**src/rtl/sad_accumulator_if.sv**
```systemverilog
// Sample/result handshake bundle for sad_accumulator.
// master: the block's environment (drives samples, clear and out_ready).
// slave:  the accumulator itself.
// Signals:
//   clear      synchronous window abort
//   in_valid   / in_ready   sample handshake; in_a, in_b unsigned pixels
//   out_valid  / out_ready  result handshake; out_sum window SAD, out_sat clamp flag
interface sad_accumulator_if #(
  parameter int unsigned DATA_W = 8,
  parameter int unsigned OUT_W  = 12
);
  logic              clear;
  logic              in_valid;
  logic              in_ready;
  logic [DATA_W-1:0] in_a;
  logic [DATA_W-1:0] in_b;
  logic              out_valid;
  logic              out_ready;
  logic [OUT_W-1:0]  out_sum;
  logic              out_sat;

  modport master (
    output clear, in_valid, in_a, in_b, out_ready,
    input  in_ready, out_valid, out_sum, out_sat
  );

  modport slave (
    input  clear, in_valid, in_a, in_b, out_ready,
    output in_ready, out_valid, out_sum, out_sat
  );
endinterface

```
**src/rtl/sad_accumulator.sv**
```systemverilog
// Sum-of-absolute-differences accumulator.
// Each accepted sample contributes |in_a - in_b|; every WIN samples the window sum is
// presented on out_sum with a valid/ready handshake. Two-stage pipeline: stage 1 registers
// the absolute difference, stage 2 adds it into the running accumulator.
// Ports:
//   clock    rising-edge clock
//   reset_n  asynchronous active-low reset
//   bus      sad_accumulator_if.slave (clear, sample and result handshakes)
// Build option: define SAD_SATURATE_EN to clamp the accumulator at 2^OUT_W-1 and report
// the clamp on out_sat; otherwise the accumulator wraps and out_sat is tied low.
module sad_accumulator #(
  parameter int unsigned DATA_W = 8,
  parameter int unsigned WIN    = 9,
  parameter int unsigned OUT_W  = 12
) (
  input  logic                clock,
  input  logic                reset_n,
  sad_accumulator_if.slave    bus
);

  localparam int unsigned CntW = (WIN > 1) ? $clog2(WIN) : 1;
  localparam logic [CntW-1:0] CntLast = CntW'(WIN - 1);

  // Output state: StFull means out_sum holds an unconsumed result.
  localparam logic StIdle = 1'b0;
  localparam logic StFull = 1'b1;

  logic              state_q, state_d;
  logic [DATA_W-1:0] s1_diff_q, s1_diff_d;
  logic              s1_valid_q, s1_valid_d;
  logic [OUT_W-1:0]  acc_q, acc_d;
  logic [CntW-1:0]   cnt_q, cnt_d;
  logic [OUT_W-1:0]  out_sum_q, out_sum_d;

  logic              in_ready;
  logic              accept;
  logic              complete;
  logic [DATA_W-1:0] abs_diff;
  logic [OUT_W-1:0]  add_val;
  logic              add_sat;

  assign in_ready = (state_q == StIdle) | bus.out_ready;
  assign accept   = bus.in_valid & in_ready & ~bus.clear;
  assign complete = s1_valid_q & (cnt_q == CntLast);
  assign abs_diff = (bus.in_a >= bus.in_b) ? (bus.in_a - bus.in_b) : (bus.in_b - bus.in_a);

`ifdef SAD_SATURATE_EN
  logic             sat_q, sat_d;        // sticky: some add in this window clamped
  logic             out_sat_q, out_sat_d;
  logic [OUT_W:0]   sum_wide;

  always_comb begin
    sum_wide = {1'b0, acc_q} + (OUT_W + 1)'(s1_diff_q);
    add_val  = sum_wide[OUT_W] ? {OUT_W{1'b1}} : sum_wide[OUT_W-1:0];
    add_sat  = sat_q | sum_wide[OUT_W];
  end
`else
  always_comb begin
    add_val = acc_q + OUT_W'(s1_diff_q);
    add_sat = 1'b0;
  end
`endif

  always_comb begin
    state_d    = state_q;
    s1_diff_d  = s1_diff_q;
    s1_valid_d = accept;
    acc_d      = acc_q;
    cnt_d      = cnt_q;
    out_sum_d  = out_sum_q;
`ifdef SAD_SATURATE_EN
    sat_d      = sat_q;
    out_sat_d  = out_sat_q;
`endif

    if (accept) begin
      s1_diff_d = abs_diff;
    end

    if (s1_valid_q) begin
      if (complete) begin
        out_sum_d = add_val;
        acc_d     = '0;
        cnt_d     = '0;
`ifdef SAD_SATURATE_EN
        out_sat_d = add_sat;
        sat_d     = 1'b0;
`endif
      end else begin
        acc_d = add_val;
        cnt_d = cnt_q + CntW'(1);
`ifdef SAD_SATURATE_EN
        sat_d = add_sat;
`endif
      end
    end

    // A new completion reloads the result even while the old one is being consumed.
    case (state_q)
      StIdle:  if (complete) state_d = StFull;
      StFull:  if (!complete && bus.out_ready) state_d = StIdle;
      default: state_d = StIdle;
    endcase

    // clear beats acceptance and completion; out_sum keeps its last value.
    if (bus.clear) begin
      state_d    = StIdle;
      s1_valid_d = 1'b0;
      acc_d      = '0;
      cnt_d      = '0;
      out_sum_d  = out_sum_q;
`ifdef SAD_SATURATE_EN
      sat_d      = 1'b0;
      out_sat_d  = 1'b0;
`endif
    end
  end

  always_ff @(posedge clock or negedge reset_n) begin
    if (!reset_n) begin
      state_q    <= StIdle;
      s1_diff_q  <= '0;
      s1_valid_q <= 1'b0;
      acc_q      <= '0;
      cnt_q      <= '0;
      out_sum_q  <= '0;
`ifdef SAD_SATURATE_EN
      sat_q      <= 1'b0;
      out_sat_q  <= 1'b0;
`endif
    end else begin
      state_q    <= state_d;
      s1_diff_q  <= s1_diff_d;
      s1_valid_q <= s1_valid_d;
      acc_q      <= acc_d;
      cnt_q      <= cnt_d;
      out_sum_q  <= out_sum_d;
`ifdef SAD_SATURATE_EN
      sat_q      <= sat_d;
      out_sat_q  <= out_sat_d;
`endif
    end
  end

  assign bus.in_ready  = in_ready;
  assign bus.out_valid = (state_q == StFull);
  assign bus.out_sum   = out_sum_q;
`ifdef SAD_SATURATE_EN
  assign bus.out_sat   = out_sat_q;
`else
  assign bus.out_sat   = 1'b0;
`endif

endmodule

```
**src/flat_wrapper.sv**
```systemverilog
// flat-port wrapper written by rule: the top's interface ports become plain ports
module sad_accumulator_flat 
#(
  parameter int unsigned DATA_W = 8,
  parameter int unsigned WIN    = 9,
  parameter int unsigned OUT_W  = 12
)
  (clock, reset_n, bus_clear, bus_in_valid, bus_in_a, bus_in_b, bus_out_ready, bus_in_ready, bus_out_valid, bus_out_sum, bus_out_sat);
  sad_accumulator_if #(.DATA_W(DATA_W), .OUT_W(OUT_W)) bus_i ();
  input  logic clock;
  input  logic reset_n;
  input wire logic [$bits(bus_i.clear)-1:0] bus_clear;
  input wire logic [$bits(bus_i.in_valid)-1:0] bus_in_valid;
  input wire logic [$bits(bus_i.in_a)-1:0] bus_in_a;
  input wire logic [$bits(bus_i.in_b)-1:0] bus_in_b;
  input wire logic [$bits(bus_i.out_ready)-1:0] bus_out_ready;
  output wire logic [$bits(bus_i.in_ready)-1:0] bus_in_ready;
  output wire logic [$bits(bus_i.out_valid)-1:0] bus_out_valid;
  output wire logic [$bits(bus_i.out_sum)-1:0] bus_out_sum;
  output wire logic [$bits(bus_i.out_sat)-1:0] bus_out_sat;
  assign bus_i.clear = bus_clear;
  assign bus_i.in_valid = bus_in_valid;
  assign bus_i.in_a = bus_in_a;
  assign bus_i.in_b = bus_in_b;
  assign bus_i.out_ready = bus_out_ready;
  assign bus_in_ready = bus_i.in_ready;
  assign bus_out_valid = bus_i.out_valid;
  assign bus_out_sum = bus_i.out_sum;
  assign bus_out_sat = bus_i.out_sat;
  sad_accumulator #(.DATA_W(DATA_W), .WIN(WIN), .OUT_W(OUT_W)) u_core (.clock(clock), .reset_n(reset_n), .bus(bus_i));
endmodule
```
**config.mk**
```make
export PLATFORM = sky130hd
export DESIGN_NAME = sad_accumulator_flat
export DESIGN_NICKNAME = d
export VERILOG_FILES = /design/src/rtl/sad_accumulator_if.sv /design/src/rtl/sad_accumulator.sv /design/src/flat_wrapper.sv
export SDC_FILE = /design/constraint.sdc
export NUM_CORES = 1
export LEC_CHECK = 0
export CORE_MARGIN = 1
export CORE_UTILIZATION = 52
export DETAILED_ROUTE_END_ITERATION = 10
export GPL_TIMING_DRIVEN = 0
export PLACE_DENSITY = 0.87
export SETUP_SLACK_MARGIN = 0.02
export SYNTH_ARGS = -nofsm -noshare
export SYNTH_HDL_FRONTEND = slang
export SYNTH_SLANG_ARGS = --single-unit
```
**constraint.sdc**
```tcl
create_clock -name clock -period 2.2 [get_ports clock]
set_input_delay 0.44 -clock clock [delete_from_list [all_inputs] [get_ports clock]]
set_output_delay 0.44 -clock clock [all_outputs]
set_load 0.1 [all_outputs]
```
==> results of run 1 <==
-- cells by family after synthesis --
| logic type | count (synthesis) | synth area share, % |
|---|---|---|
| compound gates | 77 | 19.8 |
| xor+xnor | 13 | 4.42 |
| fa+ha+maj | 28 | 14.5 |
| buf+inv | 34 | 5.82 |
| flops | 38 | 36.9 |
| mux | 8 | 3.15 |
| other cells | 1 | 0.145 |
| simple gates | 78 | 15.3 |
-- layout by cell type (no fill, tap or decap), drive strengths merged, types with 2 or more instances in the layout --
| master | Yosys | final |
|---|---|---|
| nor2 | 7 | 7 |
| clkbuf | 4 | 17 |
| nand2b | 2 | 2 |
| a21oi | 18 | 18 |
| mux2i | 7 | 7 |
| dlymetal6s2s | 0 | 4 |
| xor2 | 4 | 4 |
| buf | 4 | 19 |
| nor2b | 2 | 2 |
| nand3b | 3 | 3 |
| a221oi | 3 | 3 |
| a22o | 5 | 5 |
| nor3b | 4 | 4 |
| nor3 | 3 | 3 |
| nand3 | 2 | 2 |
| o31ai | 2 | 2 |
| xnor2 | 9 | 9 |
| a31oi | 3 | 3 |
| ha | 25 | 25 |
| a21boi | 2 | 2 |
| dlygate4sd2 | 0 | 13 |
| or3 | 5 | 5 |
| a21o | 9 | 9 |
| o21ai | 29 | 29 |
| dfrtp | 38 | 38 |
| o21a | 2 | 2 |
| nand2 | 42 | 42 |
| clkdlybuf4s15 | 0 | 3 |
| inv | 26 | 26 |
| clkdlybuf4s50 | 0 | 3 |
| fa | 3 | 3 |
| nand4 | 3 | 3 |
-- final timing paths --
check,end,slack (ns),depth (start not counted)
worst max-delay path,u_core.s1_diff_q[6],0.02,10
worst min-delay path,u_core.bus.out_sum[11],0.24,1
worst max register to register,u_core.acc_q[10],0.16,9
worst min register to register,u_core.bus.out_sum[5],0.47,2
max in group asynchronous,u_core.bus.out_sum[4],1.43,1
min in group clock,u_core.bus.out_sum[5],0.47,2
-- registers in the layout, summed over array words and instances (netlist names) --
register,cells
u_core.s1_diff_q,8
u_core.bus.out_sum,12
u_core.cnt_q,4
u_core.acc_q,12
u_core.bus.out_valid,1
u_core.s1_valid_q,1
-- report_power, final --
| group | switching (mW) | internal (mW) | total, mW | leakage (nW) |
|---|---|---|---|---|
| Clock | 0.241 | 0.363 | 0.604 | 0.0573 |
| Sequential | 0.0384 | 0.755 | 0.794 | 0.513 |
| Combinational | 0.389 | 0.301 | 0.690 | 1.10 |
-- critical path: stages --
cell and delay [ns]:
buf_12 0.09, inv_12 0.03, ha_4 0.15, fa_2 0.39
nand3b_1 0.26, nand4_4 0.16, a221oi_4 0.10, nor3b_4 0.17
or4_4 0.53, nand3_2 0.09
-- stage by stage --
stage          util [%]  power (mW)
2_1_floorplan         -        1.23
3_3_place_gp       64.7        1.37
3_5_place_dp       64.6        1.40
4_1_cts            68.3        2.02
5_1_grt            70.7        2.19
6_report           70.7        2.09
-- layer usage --
layer | GRT usage [%] | share of wire [%]
met5 | 0 | 0
met4 | 12.4 | 4.2
met3 | 4.58 | 3.7
met2 | 41.7 | 50
met1 | 27.7 | 42
-- cell usage after synthesis, types with 2 or more instances --
| library cell | count | share of area, % |
|---|---|---|
| xor2_1 | 4 | 1.4 |
| o31ai_1 | 2 | 0.58 |
| inv_1 | 26 | 3.8 |
| dfrtp_1 | 38 | 37 |
| clkbuf_1 | 4 | 0.58 |
| nand2_1 | 42 | 6.1 |
| buf_6 | 2 | 0.87 |
| o21ai_0 | 18 | 3.5 |
| nand4_1 | 2 | 0.49 |
| nand3_1 | 2 | 0.39 |
| a31oi_1 | 3 | 0.73 |
| nor3_1 | 3 | 0.58 |
| mux2i_1 | 7 | 2.7 |
| a21oi_4 | 2 | 1.3 |
| o21ai_1 | 11 | 2.1 |
| buf_4 | 2 | 0.58 |
| xnor2_1 | 9 | 3.1 |
| nand3b_1 | 3 | 0.87 |
| a221oi_1 | 2 | 0.68 |
| a21o_1 | 9 | 2.6 |
| fa_1 | 3 | 2.3 |
| ha_1 | 25 | 12 |
| a21oi_1 | 15 | 2.9 |
| nand2b_1 | 2 | 0.49 |
| nor3b_2 | 2 | 0.97 |
| o21a_1 | 2 | 0.58 |
| or3_1 | 5 | 1.2 |
| nor3b_1 | 2 | 0.58 |
| a22o_1 | 5 | 1.7 |
| nor2_1 | 7 | 1.0 |
| nor2b_1 | 2 | 0.49 |
-- timing repair --
action | 4_1_cts | 5_1_grt
pin swaps | 10 | 18
endpoints found under the hold margin | 0 | 0
resized for setup | 43 | 50
endpoints found under the setup margin | 22 | 16
buffers inserted | 5 | 7
-- final cells by class --
type / count / area share (%)
plain buffers: 7 / 1.60
flip-flops and latches: 38 / 28.3
clock inverters: 1 / 0.893
inverters: 26 / 3.27
multi-input cells: 205 / 49.0
well taps: 67 / 2.49
clock buffers: 6 / 2.46
repair buffers: 46 / 12.0
==> metrics.txt, run 1 <==
run status finished clean; Die X-Extent 72.4 um; Setup crit start bus_in_a[0]; placed cells 378; initial antenna violation count 0; Final Hold Fails 0; fillers 368; CTS hold repair buffers 0; first-pass GRT wire length 9.56 mm; Post-layout nets 378; worst hold path type primary input to asynchronous set/reset pin; Slew @ Worst Pin 0.953 ns; fmax 458 MHz; Tot GR Track Use 23.9%; top-level I/O count 36; pre-CTS setup slack -0.884 ns; htree depth 2; reg2reg start u_core.s1_diff_q[0]; setup slack after layout 0.0164 ns; first drt pass iteration count 4; Inserted Clock Buffers 5; site row count 25; starting density of the core 54.2%; Worst Setup End Kind register; peak supply drop 0.334 mV; Design Area, Final 0.00336 mm2; synthesis warning total 0; synthesized area per cell 9.31 um2; pwr dens 621 mW/mm2; die area 0.00524 mm2; Area growth, synth to finish 30.4%; Netlist cell types 47; Pins Over Slew Limit 0; crit start category primary input; port bufs 34; Cell Area, Placed 0.00307 mm2; GPL Wtd Cong 0.893; static leakage 1.67 nW; largest net degree at the start of global routing 39; FFs w/ async S/R, synth 100%; final setup vio count 0; total of max-cap violations 0; share of cells above drive strength 1 22.2%; HPWL Detailed 3.98 mm; final worst-path cycle share 99.3%; Syn Nets 326; synthesized flop and latch total 38; Rel. slew slack 36.7%; wire per inst 14.9 um; worst endpoint required time 2.44 ns; grt ovf 0; vias per cell 5.57; RSZ-0062 raised after global routing yes; worst skew pair latency 0.30 ns; multi-input combinational cell area 0.00165 mm2; fin crit period 2.18 ns; initial DRC count 232; critical path class primary input to register; die height 72.4 um; Non-Filler Instances 396; Mapped Cells 277; Post-Route WL 5.88 mm; drc violations 0; CTS Root Cell clkbuf_8; aggregate negative setup slack 0 ns; skew final 0.00897 ns; CTS Buffer Depth 2; CTS sink count 38; number of enable flip-flop cells after synthesis 0; sequential element share of the synthesized area 36.9%; Worst EP arrival 2.42 ns; cell area after synthesis 0.00258 mm2; register area 951 um2; vias 2205; vias in the first global route 2158; Synth Flop Type dfrtp_1; clk slew on worst S/H paths 0.07 ns; Hold Slack 0.241 ns; crit-path max FO 4; core area 0.00475 mm2; n_diodes 0; CTS tree yes; antenna viol nets, final 0
Power figures use the tool's default switching activity.
==> run 2: changes to the inputs <==
CORE_UTILIZATION = 27   (was 52)
PLACE_DENSITY = 0.56   (was 0.87)
==> metrics.txt, run 2 (same netlist as run 1, synthesis figures left out) <==
starting density of the core 27.9% (was 54.2%); antenna viol nets, final 0 (unchanged); pre-CTS setup slack -0.863 ns (was -0.884 ns); vias 2033 (was 2205); Rel. slew slack 36.5% (was 36.7%); reg2reg start u_core.s1_diff_q[0] (unchanged); largest net degree at the start of global routing 39 (unchanged); vias per cell 4.47 (was 5.57); die height 99.7 um (was 72.4 um); commonest cells after routing, fill and taps aside nand2_1, dfrtp_1, inv_1 (was nand2_1, dfrtp_1, inv_1, ha_1, o21ai_0); initial antenna violation count 0 (unchanged); CTS sink count 38 (unchanged); Die X-Extent 99.7 um (was 72.4 um); run status finished clean (unchanged); Design Area, Final 0.00338 mm2 (was 0.00336 mm2); final setup vio count 0 (unchanged); port bufs 34 (unchanged); CTS tree yes (unchanged); crit-path max FO 3 (was 4); pwr dens 598 mW/mm2 (was 621 mW/mm2); commonest non-fill, non-tap cell in the layout nand2_1 (unchanged); Post-Route WL 5.44 mm (was 5.88 mm); skew final 0.00916 ns (was 0.00897 ns); share of cells above drive strength 1 20.2% (was 22.2%); peak supply drop 0.341 mV (was 0.334 mV); Worst Setup End Kind register (unchanged); switch share 31.8% (was 32.0%); die area 0.00995 mm2 (was 0.00524 mm2); top-level I/O count 36 (unchanged); first drt pass iteration count 4 (unchanged); drc violations 0 (unchanged); vias in the first global route 2002 (was 2158); Area growth, synth to finish 31.1% (was 30.4%); total of max-cap violations 0 (unchanged); HPWL Detailed 4.07 mm (was 3.98 mm); Final Hold Fails 0 (unchanged); Tot GR Track Use 11.7% (was 23.9%); first-pass GRT wire length 9.30 mm (was 9.56 mm); Post-layout nets 374 (was 378); core area 0.00924 mm2 (was 0.00475 mm2); clk slew on worst S/H paths 0.08 ns (was 0.07 ns); clock network fraction of total power 28.9% (about the same); Setup crit start bus_in_a[0] (unchanged); worst endpoint required time 2.43 ns (was 2.44 ns); static leakage 1.63 nW (was 1.67 nW); GPL Wtd Cong 0.803 (was 0.893); Cell Area, Placed 0.00315 mm2 (was 0.00307 mm2); Internal Power 1.38 mW (was 1.42 mW); RSZ-0062 raised after global routing no (was yes); initial DRC count 54 (was 232); Slew @ Worst Pin 0.956 ns (was 0.953 ns); fillers 974 (was 368); site row count 35 (was 25); Worst EP arrival 2.34 ns (was 2.42 ns); htree depth 2 (unchanged); Sequential Power Share 39.2% (was 38.0%); Non-Filler Instances 455 (was 396); grt ovf 0 (unchanged); Final Core Density 36.6% (was 70.7%); CTS hold repair buffers 0 (unchanged); final worst-path cycle share 95.8% (was 99.3%); CTS Root Cell clkbuf_8 (unchanged); worst hold path type primary input to asynchronous set/reset pin (unchanged); CTS Buffer Depth 2 (unchanged); critical path class primary input to register (unchanged); Pins Over Slew Limit 0 (unchanged); fmax 474 MHz (was 458 MHz); placed cells 440 (was 378); fin crit period 2.11 ns (was 2.18 ns); n_diodes 0 (unchanged); Inserted Clock Buffers 5 (unchanged); worst skew pair latency 0.30 ns (about the same); Comb pwr share 31.9% (was 33.0%); wire per inst 11.9 um (was 14.9 um); crit start category primary input (unchanged); setup slack after layout 0.0921 ns (was 0.0164 ns); Sw Pwr 644 uW (was 669 uW)
-- run 2: path summary, 6_finish.rpt --
| kind | to | slack [ns] | depth (start not counted) |
|---|---|---|---|
| setup / recovery | u_core.s1_diff_q[6] | 0.09 | 11 |
| hold / removal | u_core.bus.out_sum[11] | 0.24 | 1 |
| setup reg to reg | u_core.acc_q[6] | 0.18 | 9 |
| hold reg to reg | u_core.bus.out_sum[3] | 0.47 | 2 |
| max in group asynchronous | u_core.acc_q[7] | 1.43 | 1 |
| min in group clock | u_core.bus.out_sum[3] | 0.47 | 2 |
-- run 2: area by class of cell --
class                           instances  area (um2)  area share (%)
Multi-Input combinational cell        205        1630            48.3
Clock inverter                          1        30.0           0.888
Tap cell                              129         161            4.77
Buffer                                  5        41.3            1.22
Timing Repair Buffer                   44         379            11.2
Sequential cell                        38         951            28.1
Inverter                               26         110            3.26
Clock buffer                            7        76.3            2.26
-- run 2: routing by layer --
layer | vias to the layer above | share of wire, % | GRT usage [%]
met5 | - | 0 | 0
li1 | 1059 | - | -
met2 | 34 | 47 | 19.8
met4 | 0 | 1.4 | 3.39
met1 | 934 | 48 | 15.0
met3 | 6 | 3.4 | 2.53
-- run 2: critical path: stages --
cell	delay [ns]
buf_4	0.13
inv_12	0.03
ha_4	0.15
fa_2	0.34
nand3b_1	0.23
nand4_4	0.14
a221oi_4	0.09
buf_6	0.14
nor3b_2	0.15
or4_1	0.39
nand3_1	0.09
-- run 2: what timing repair did --
item / CTS / global route
buffers inserted: 6 / 4
setup endpoints to repair: 25 / 19
endpoints found under the hold margin: 0 / 0
gates resized for setup: 40 / 40
pin swaps: 9 / 16
-- run 2: stage by stage --
stage                     hold WS (ns)  power, mW  setup TNS (ns)
after global placement           0.463       1.39          -18.75
after detailed placement         0.469       1.40           -8.70
final                            0.240       2.02               0
after global routing             0.320       2.15               0
after floorplan                  0.144       1.23         -0.0240
after CTS                        0.283       2.01               0
-- run 2: power groups by stage --
stage	Sequential, mW	Clock [mW]	Combinational (mW)
2_1_floorplan	0.826	0	0.408
3_3_place_gp	0.805	0	0.583
3_5_place_dp	0.807	0	0.590
4_1_cts	0.794	0.601	0.614
5_1_grt	0.801	0.628	0.721
6_report	0.793	0.585	0.646
==> run 3: changes to the inputs <==
SLEW_MARGIN = 20   (was unset)
==> metrics.txt, run 3 (same netlist as run 1, synthesis figures left out) <==
first-pass GRT wire length 9.45 mm (was 9.30 mm); core area 0.00924 mm2 (unchanged); Tot GR Track Use 12.0% (was 11.7%); clk slew on worst S/H paths 0.07 ns (was 0.08 ns); run status finished clean (unchanged); port bufs 34 (unchanged); CTS tree yes (unchanged); drc violations 0 (unchanged); vias per cell 4.46 (was 4.47); commonest non-fill, non-tap cell in the layout nand2_1 (unchanged); HPWL Detailed 4.19 mm (was 4.07 mm); Slew @ Worst Pin 0.958 ns (was 0.956 ns); Rel. slew slack 36.4% (was 36.5%); critical path class primary input to register (unchanged); final setup vio count 0 (unchanged); CTS Root Cell clkbuf_8 (unchanged); Worst EP arrival 2.37 ns (was 2.34 ns); vias in the first global route 2033 (was 2002); Inserted Clock Buffers 5 (unchanged); final worst-path cycle share 97.1% (was 95.8%); Post-Route WL 5.60 mm (was 5.44 mm); commonest cells after routing, fill and taps aside nand2_1, dfrtp_1, inv_1 (unchanged); initial antenna violation count 0 (unchanged); antenna viol nets, final 0 (unchanged); first drt pass iteration count 4 (unchanged); worst endpoint required time 2.43 ns (about the same); pwr dens 590 mW/mm2 (was 598 mW/mm2); htree depth 2 (unchanged); static leakage 1.66 nW (was 1.63 nW); worst hold path type primary input to asynchronous set/reset pin (unchanged); peak supply drop 0.339 mV (was 0.341 mV); die area 0.00995 mm2 (unchanged); fin crit period 2.14 ns (was 2.11 ns); crit start category primary input (unchanged); Final Core Density 37.2% (was 36.6%); Area growth, synth to finish 33.2% (was 31.1%); Power, Total 2.03 mW (was 2.02 mW); CTS hold repair buffers 0 (unchanged); Pins Over Slew Limit 0 (unchanged); crit-path max FO 3 (unchanged); GPL Wtd Cong 0.803 (unchanged); site row count 35 (unchanged); skew final 0.00716 ns (was 0.00916 ns); CTS sink count 38 (unchanged); RSZ-0062 raised after global routing yes (was no); starting density of the core 27.9% (unchanged); Post-layout nets 379 (was 374); fmax 468 MHz (was 474 MHz); vias 2050 (was 2033); worst skew pair latency 0.29 ns (was 0.30 ns); top-level I/O count 36 (unchanged); CTS Buffer Depth 2 (unchanged); Die X-Extent 99.7 um (unchanged); die height 99.7 um (unchanged); largest net degree at the start of global routing 22 (was 39); Final Hold Fails 0 (unchanged); total of max-cap violations 0 (unchanged); Hold Slack 0.0834 ns (was 0.240 ns); grt ovf 0 (unchanged); Worst Setup End Kind register (unchanged); n_diodes 0 (unchanged); wire per inst 12.2 um (was 11.9 um); share of cells above drive strength 1 20.2% (about the same); initial DRC count 71 (was 54)
[run 3: cell types whose count changed in the layout (fill, tap and decap cells not counted), sizes merged]
cell,before,now
buf,15,20
[run 3: power breakdown]
part           leakage (nW)  internal [mW]  switching [mW]  total (mW)
Sequential            0.513          0.755          0.0373       0.793
Clock                0.0524          0.339           0.245       0.584
Combinational          1.10          0.294           0.357       0.651
Total                  1.66           1.39           0.640        2.03
[run 3: metal layers]
| layer | wire (um) | GRT usage, % | part of all wire, % | vias to the layer above |
|---|---|---|---|---|
| li1 | - | - | - | 1065 |
| met1 | 2630 | 14.9 | 47 | 950 |
| met2 | 2730 | 21.0 | 49 | 29 |
| met3 | 160 | 2.53 | 2.9 | 6 |
| met4 | 72 | 3.39 | 1.3 | 0 |
| met5 | 0 | 0 | 0 | - |
[run 3: through the flow]
step | worst slack, ns | setup TNS [ns] | instance area, um2 | cells
2_1_floorplan | -0.0240 | -0.0240 | 2650 | 277
3_3_place_gp | -0.835 | -18.75 | 3150 | 440
3_5_place_dp | -0.846 | -8.60 | 3170 | 441
4_1_cts | 0.0292 | 0 | 3340 | 454
5_1_grt | -0.000580 | -0.000580 | 3440 | 460
6_report | 0.0628 | 0 | 3440 | 460
[run 3: cell type report]
cell class	instances	area (um2)
buffer	6	45.0
clock inverter	1	30.0
tap	129	161
sequential	38	951
multi-input combinational	205	1630
fill	967	5800
inverter	26	110
timing repair buffer	48	433
clock buffer	7	76.3
[run 3: final timing paths]
check | from | cells past startpoint | slack, ns | endpoint
setup / recovery | bus_in_a[0] | 11 | 0.06 | u_core.s1_diff_q[6]
hold / removal | reset_n | 1 | 0.08 | u_core.cnt_q[2]
setup reg to reg | u_core.s1_diff_q[7] | 7 | 0.10 | u_core.acc_q[10]
hold reg to reg | u_core.bus.out_sum[3] | 2 | 0.47 | u_core.bus.out_sum[3]
max in group asynchronous | reset_n | 2 | 1.66 | u_core.acc_q[7]
min in group clock | u_core.bus.out_sum[3] | 2 | 0.47 | u_core.bus.out_sum[3]
[run 3: timing repair]
item,CTS,global route
buffers inserted,6,7
gates cloned,0,0
pin swaps,9,15
setup endpoints to repair,24,20
gates resized for setup,40,39
[run 3: worst max-delay path: stages]
cell and delay (ns):
buf_6 0.12, inv_12 0.03, ha_4 0.15, fa_2 0.39
nand3b_1 0.23, nand4_4 0.15, a221oi_4 0.09, buf_6 0.14
nor3b_2 0.15, or4_1 0.39, nand3_1 0.09
